[config.mk]
export PLATFORM = sky130hd
export DESIGN_NAME = axi_lite_read_arbiter
export DESIGN_NICKNAME = d
export VERILOG_FILES = /design/src/rtl/axi_lite_read_arbiter.sv
export SDC_FILE = /design/constraint.sdc
export NUM_CORES = 1
export LEC_CHECK = 0
export CORE_MARGIN = 5
export CORE_UTILIZATION = 35
export DETAILED_ROUTE_END_ITERATION = 10
export HOLD_SLACK_MARGIN = 0.1
export PLACE_DENSITY_LB_ADDON = 0.08
export RECOVER_POWER = 100
export SYNTH_ARGS = -nofsm -noshare
export SYNTH_HDL_FRONTEND = slang
export SYNTH_SLANG_ARGS = --single-unit
export TNS_END_PERCENT = 5
[constraint.sdc]
create_clock -name clk -period 5.9 [get_ports clk]
set_input_delay 1.475 -clock clk [delete_from_list [all_inputs] [get_ports clk]]
set_output_delay 1.475 -clock clk [all_outputs]
set_load 0.005 [all_outputs]
[src/rtl/axi_lite_read_arbiter.sv]
// Two-master AXI4-lite read arbiter with one read outstanding and a watchdog that aborts when the slave stops answering.
// The address path adds 1 cycle and read data is registered. A master holding rready low keeps RESP and blocks new grants.
module axi_lite_read_arbiter #(
    parameter int                ADDR_W         = 32,
    parameter int                DATA_W         = 32,
    parameter bit                FIXED_PRIORITY = 1'b0,
    parameter int                TIMEOUT_CYCLES = 256,
    parameter logic [DATA_W-1:0] TIMEOUT_DATA   = 32'hDEADBEEF
) (
    input  logic              clk,
    input  logic              reset,
    input  logic              m0_arvalid,
    output logic              m0_arready,
    input  logic [ADDR_W-1:0] m0_araddr,
    input  logic [2:0]        m0_arprot,
    output logic              m0_rvalid,
    input  logic              m0_rready,
    output logic [DATA_W-1:0] m0_rdata,
    input  logic              m1_arvalid,
    output logic              m1_arready,
    input  logic [ADDR_W-1:0] m1_araddr,
    input  logic [2:0]        m1_arprot,
    output logic              m1_rvalid,
    input  logic              m1_rready,
    output logic [DATA_W-1:0] m1_rdata,
    output logic              s_arvalid,
    input  logic              s_arready,
    output logic [ADDR_W-1:0] s_araddr,
    output logic [2:0]        s_arprot,
    input  logic              s_rvalid,
    output logic              s_rready,
    input  logic [DATA_W-1:0] s_rdata,
    output logic              busy,
    output logic              timeout_pulse
);

    localparam logic [1:0] IDLE = 2'd0;
    localparam logic [1:0] ADDR = 2'd1;
    localparam logic [1:0] DATA = 2'd2;
    localparam logic [1:0] RESP = 2'd3;

    localparam int            TW     = $clog2(TIMEOUT_CYCLES) + 1;
    localparam logic [TW-1:0] T_LAST = TW'((TIMEOUT_CYCLES > 0) ? TIMEOUT_CYCLES - 1 : 0);
    localparam bit            WD_EN  = (TIMEOUT_CYCLES > 0);

    logic [1:0]        state;
    logic              last_grant;
    logic              owner;
    logic [TW-1:0]     timer;
    logic              win;
    logic              ar_hs;
    logic              stage_done;
    logic              expire;
    logic              resp_load;
    logic [DATA_W-1:0] resp_data;
    logic              owner_rready;

    // A tie goes to m0 in fixed mode, otherwise to whoever was not served last.
    always_comb begin
        win = m1_arvalid;
        if (m0_arvalid && m1_arvalid) begin
            win = FIXED_PRIORITY ? 1'b0 : ~last_grant;
        end
    end

    assign m0_arready = !reset && (state == IDLE) && m0_arvalid && !win;
    assign m1_arready = !reset && (state == IDLE) && m1_arvalid && win;
    assign ar_hs      = m0_arready || m1_arready;
    assign s_rready   = !reset && (state != RESP);
    assign busy       = (state != IDLE);

    assign stage_done = ((state == ADDR) && s_arvalid && s_arready) ||
                        ((state == DATA) && s_rvalid && s_rready);
    // A handshake landing on the last allowed cycle beats the abort.
    assign expire     = WD_EN && ((state == ADDR) || (state == DATA)) &&
                        (timer == T_LAST) && !stage_done;

    assign resp_load    = ((state == DATA) && stage_done) || expire;
    assign resp_data    = expire ? TIMEOUT_DATA : s_rdata;
    assign owner_rready = owner ? m1_rready : m0_rready;

    always_ff @(posedge clk) begin
        if (reset) begin
            state         <= IDLE;
            last_grant    <= 1'b1;
            owner         <= 1'b0;
            timer         <= '0;
            s_arvalid     <= 1'b0;
            s_araddr      <= '0;
            s_arprot      <= '0;
            m0_rvalid     <= 1'b0;
            m1_rvalid     <= 1'b0;
            m0_rdata      <= '0;
            m1_rdata      <= '0;
            timeout_pulse <= 1'b0;
        end else begin
            timeout_pulse <= expire;

            if (resp_load) begin
                m0_rvalid <= !owner;
                m1_rvalid <= owner;
                m0_rdata  <= owner ? '0 : resp_data;
                m1_rdata  <= owner ? resp_data : '0;
            end else if ((state == RESP) && owner_rready) begin
                m0_rvalid <= 1'b0;
                m1_rvalid <= 1'b0;
                m0_rdata  <= '0;
                m1_rdata  <= '0;
            end

            case (state)
                IDLE: begin
                    if (ar_hs) begin
                        owner      <= win;
                        last_grant <= win;
                        s_araddr   <= win ? m1_araddr : m0_araddr;
                        s_arprot   <= win ? m1_arprot : m0_arprot;
                        s_arvalid  <= 1'b1;
                        timer      <= '0;
                        state      <= ADDR;
                    end
                end
                ADDR: begin
                    timer <= timer + TW'(1);
                    if (stage_done) begin
                        s_arvalid <= 1'b0;
                        state     <= DATA;
                    end else if (expire) begin
                        s_arvalid <= 1'b0;
                        state     <= RESP;
                    end
                end
                DATA: begin
                    timer <= timer + TW'(1);
                    if (resp_load) begin
                        state <= RESP;
                    end
                end
                RESP: begin
                    if (owner_rready) begin
                        state <= IDLE;
                    end
                end
                default: state <= IDLE;
            endcase
        end
    end

endmodule

==> run_results.csv <==
group,metric,value,unit
placement,portBuffers,216,
die,dieArea,16390,sq um
global_route,grt_pass1_vias,4601,
flow_run,drv_cap,3,
global_route,gr-total-overflow,0,
pwr,max-vdd-ir-drop,0.2494,mV
detailed_routing,wl_per_cell,16.94,um
timing,fin_crit,4.915,ns
placement,dpl.hpwl,10820,um
synthesis,ys_seq_area_frac,0.4763,
synthesis,yosysTopAreaCellShare,0.4763,
worst_setup_path,cp_data_required_time,4.43,ns
clock_network,hold_buffers,0,
synthesis,synth_compound_area_frac,0.2135,
timing,fin_tns_setup,0,ns
pwr,leakagePower,3.127,nW
cells_and_area,n_antenna_cell,0,
die,die_x,128.0,um
timing,rsz0062_at_grt,"no",
synthesis,yosys.area.top_type,"dfxtp_1",
synthesis,synthAdderAreaFrac,0.02053,
run_status,violations,"max-capacitance violations, max-slew violations",
cells_and_area,area_growth,58.33,%
timing,hold_viol,0,
timing,max_freq,203.5,MHz
synthesis,syn_area_per_cell,9.951,sq um
synthesis,synth.cell_area,4876,sq um
worst_setup_path,endpoint_kind,"primary output",
detailed_routing,via_per_inst,5.207,
clock_network,clkTransAtPathRegs,0.05,ns
global_route,grt_use_total,0.1789,
timing,fin_crit_sh,0.8331,
timing,max_slew.worst_pin.slew,2.431,ns
clock_network,cts.sink_count,116,
die,die_y,128.0,um
detailed_routing,antenna_left,0,
worst_setup_path,cp_max_fo,35,
synthesis,synth_area_leaders,"dfxtp_1 48%, a221o_1 10%, mux2i_1 7.6%, a211oi_1 6.2%, nor2_1 4.2%",
synthesis,yosysWarnings,0,
worst_setup_path,criticalPathCategory,"input pin to primary output",
clock_network,clock_latency,0.41,ns
clock_network,root_buffer,"clkbuf_16",
timing,slew-limit-headroom,-0.6205,
clock_network,cts_resized,0,
detailed_routing,firstDrtPassIters,4,
synthesis,synth-xor-area-share,0.01257,
synthesis,synthCells,490,
timing,holdWs,0.4559,ns
clock_network,clockBufferDepth,2,
die,rows,43,
synthesis,synth.net_count,608,
cells_and_area,drive_gt1_frac,0.05429,
global_route,grt_max_degree,71,
die,ioPinCount,217,
placement,gp_routability_congestion,0.7425,
worst_setup_path,cp_data_arrival_time,3.44,ns
clock_network,cts_made_buffers,17,
timing,slew_viol_final,87,
detailed_routing,vias,4582,
synthesis,yosys.area_share.simple,0.1519,
cells_and_area,fill_cells,1234,
die,start_util,0.3540,
pwr,p_per_area,335.3,nW/um^2
clock_network,htree_levels,4,
timing,setup_viol,0,
worst_setup_path,cp-start-kind,"input pin",
die,core,13770,sq um
clock_network,post_cts.repair.setup_buffers,0,
synthesis,ys_seq_elements,116,
synthesis,synth_cell_types,45,
synthesis,synth_mux_area_frac,0.07596,
detailed_routing,drt-initial-drc-count,194,
global_route,grt_first_pass_wirelength,23390,um
timing,skew,0.008792,ns
detailed_routing,wl,14910,um
synthesis,synth_top_family_by_area,"compound AO/OA/AOI/OAI gates",
cells_and_area,final_nets,805,
run_status,status,"finished with violations",
detailed_routing,drc_errors,0,
clock_network,cts_tree,"built",
hold_path,hold_path_class,"register to register",
global_route,antenna_found_initial,0,
[cells by family after synthesis]
logic type | after synthesis
AO/OA/AOI/OAI | 129
adder cells (fa/ha/maj) | 8
flip-flops | 116
buffers and inverters | 50
XOR/XNOR | 7
AND/OR/NAND/NOR | 143
multiplexers | 37
[cells in the final DEF, fill, tap and decap left out, types with 3 or more instances in the layout]
cell type / n
a2111oi_0: 3
a211oi_1: 40
a21oi_1: 3
a221o_1: 49
and2_1: 24
buf_4: 4
bufinv_16: 5
clkbuf_1: 5
clkbuf_16: 17
clkdlybuf4s50_1: 107
clkinvlp_4: 5
dfxtp_1: 116
dlygate4sd3_1: 108
ha_1: 8
inv_1: 6
mux2i_1: 37
nand2_1: 24
nand3_1: 5
nand4_1: 17
nor2_1: 55
o21ai_0: 23
xnor2_1: 7
[per-stage QoR]
stage               worst slack, ns  power, mW  instance area (sq um)  utilization  instances
finish                       0.9848      2.589                   7720       0.5605        880
global route                 0.8128      2.721                   7720       0.5605        880
CTS                           1.405      2.646                   7750       0.5627        880
detailed placement            1.405      1.531                   7108       0.5161        848
global placement              1.403      1.522                   7108       0.5161        848
floorplan                     2.052      1.246                   4876            -        490
[final cells by class]
cell class,instances,area [sq um],area share
clock buffer,20,436.7,0.05656
inverter,7,26.28,0.003404
timing repair buffer,221,2190,0.2836
tap,180,225.2,0.02917
multi-input combinational,324,2315,0.2998
sequential,116,2322,0.3008
clock inverter,12,205.2,0.02658
[worst max-delay path: stages]
cell,delay [ns]
clkbuf_1,0.79
buf_4,0.51
nor2_1,0.07
dlygate4sd3_1,0.59
[power breakdown]
group | internal [mW] | switching, mW
registers | 0.857 | 0.0462
logic | 0.282 | 0.301
clock network | 0.749 | 0.353
[cells in the mapped netlist, drive strengths merged]
master,count
and3,1
o41ai,2
a21boi,2
dfxtp,116
o21ba,1
a2111oi,3
and2,24
nor4b,1
o2111a,1
or3,2
buf,17
nand3,5
nand2,24
a22o,1
nor3,4
o21bai,1
a211oi,40
clkinv,1
a21oi,3
nor2b,1
a221o,49
or2,2
nand2b,1
clkbuf,26
nor2,56
a221oi,1
ha,8
nand4bb,1
o31ai,1
mux2i,37
nand4,17
and4bb,1
nor3b,3
xnor2,7
o21ai,23
inv,6
a22oi,1
[layer usage]
metal,up-vias,track usage,wire length (um)
met1,2158,0.2026,5887
met4,0,0.06367,299
li1,2239,-,-
met5,-,0,0
met2,166,0.3035,7555
met3,19,0.07333,1164
[worst paths after layout]
| path | startpoint | to | slack, ns | cells after the start |
|---|---|---|---|---|
| min | m0_rdata[29] | m0_rdata[29] | 0.46 | 2 |
| max reg2reg | state[0] | m1_rdata[26] | 2.52 | 7 |
| max | reset | s_rready | 0.98 | 4 |
| min reg2reg | m0_rdata[29] | m0_rdata[29] | 0.46 | 2 |
[flip-flops by register name, indices dropped and copies added, names as in the netlist]
signal / flops
last_grant: 1
m0_rdata: 32
m0_rvalid: 1
m1_rdata: 32
m1_rvalid: 1
owner: 1
s_araddr: 32
s_arprot: 3
s_arvalid: 1
state: 2
timeout_pulse: 1
timer: 9
Power figures use the tool's default switching activity.
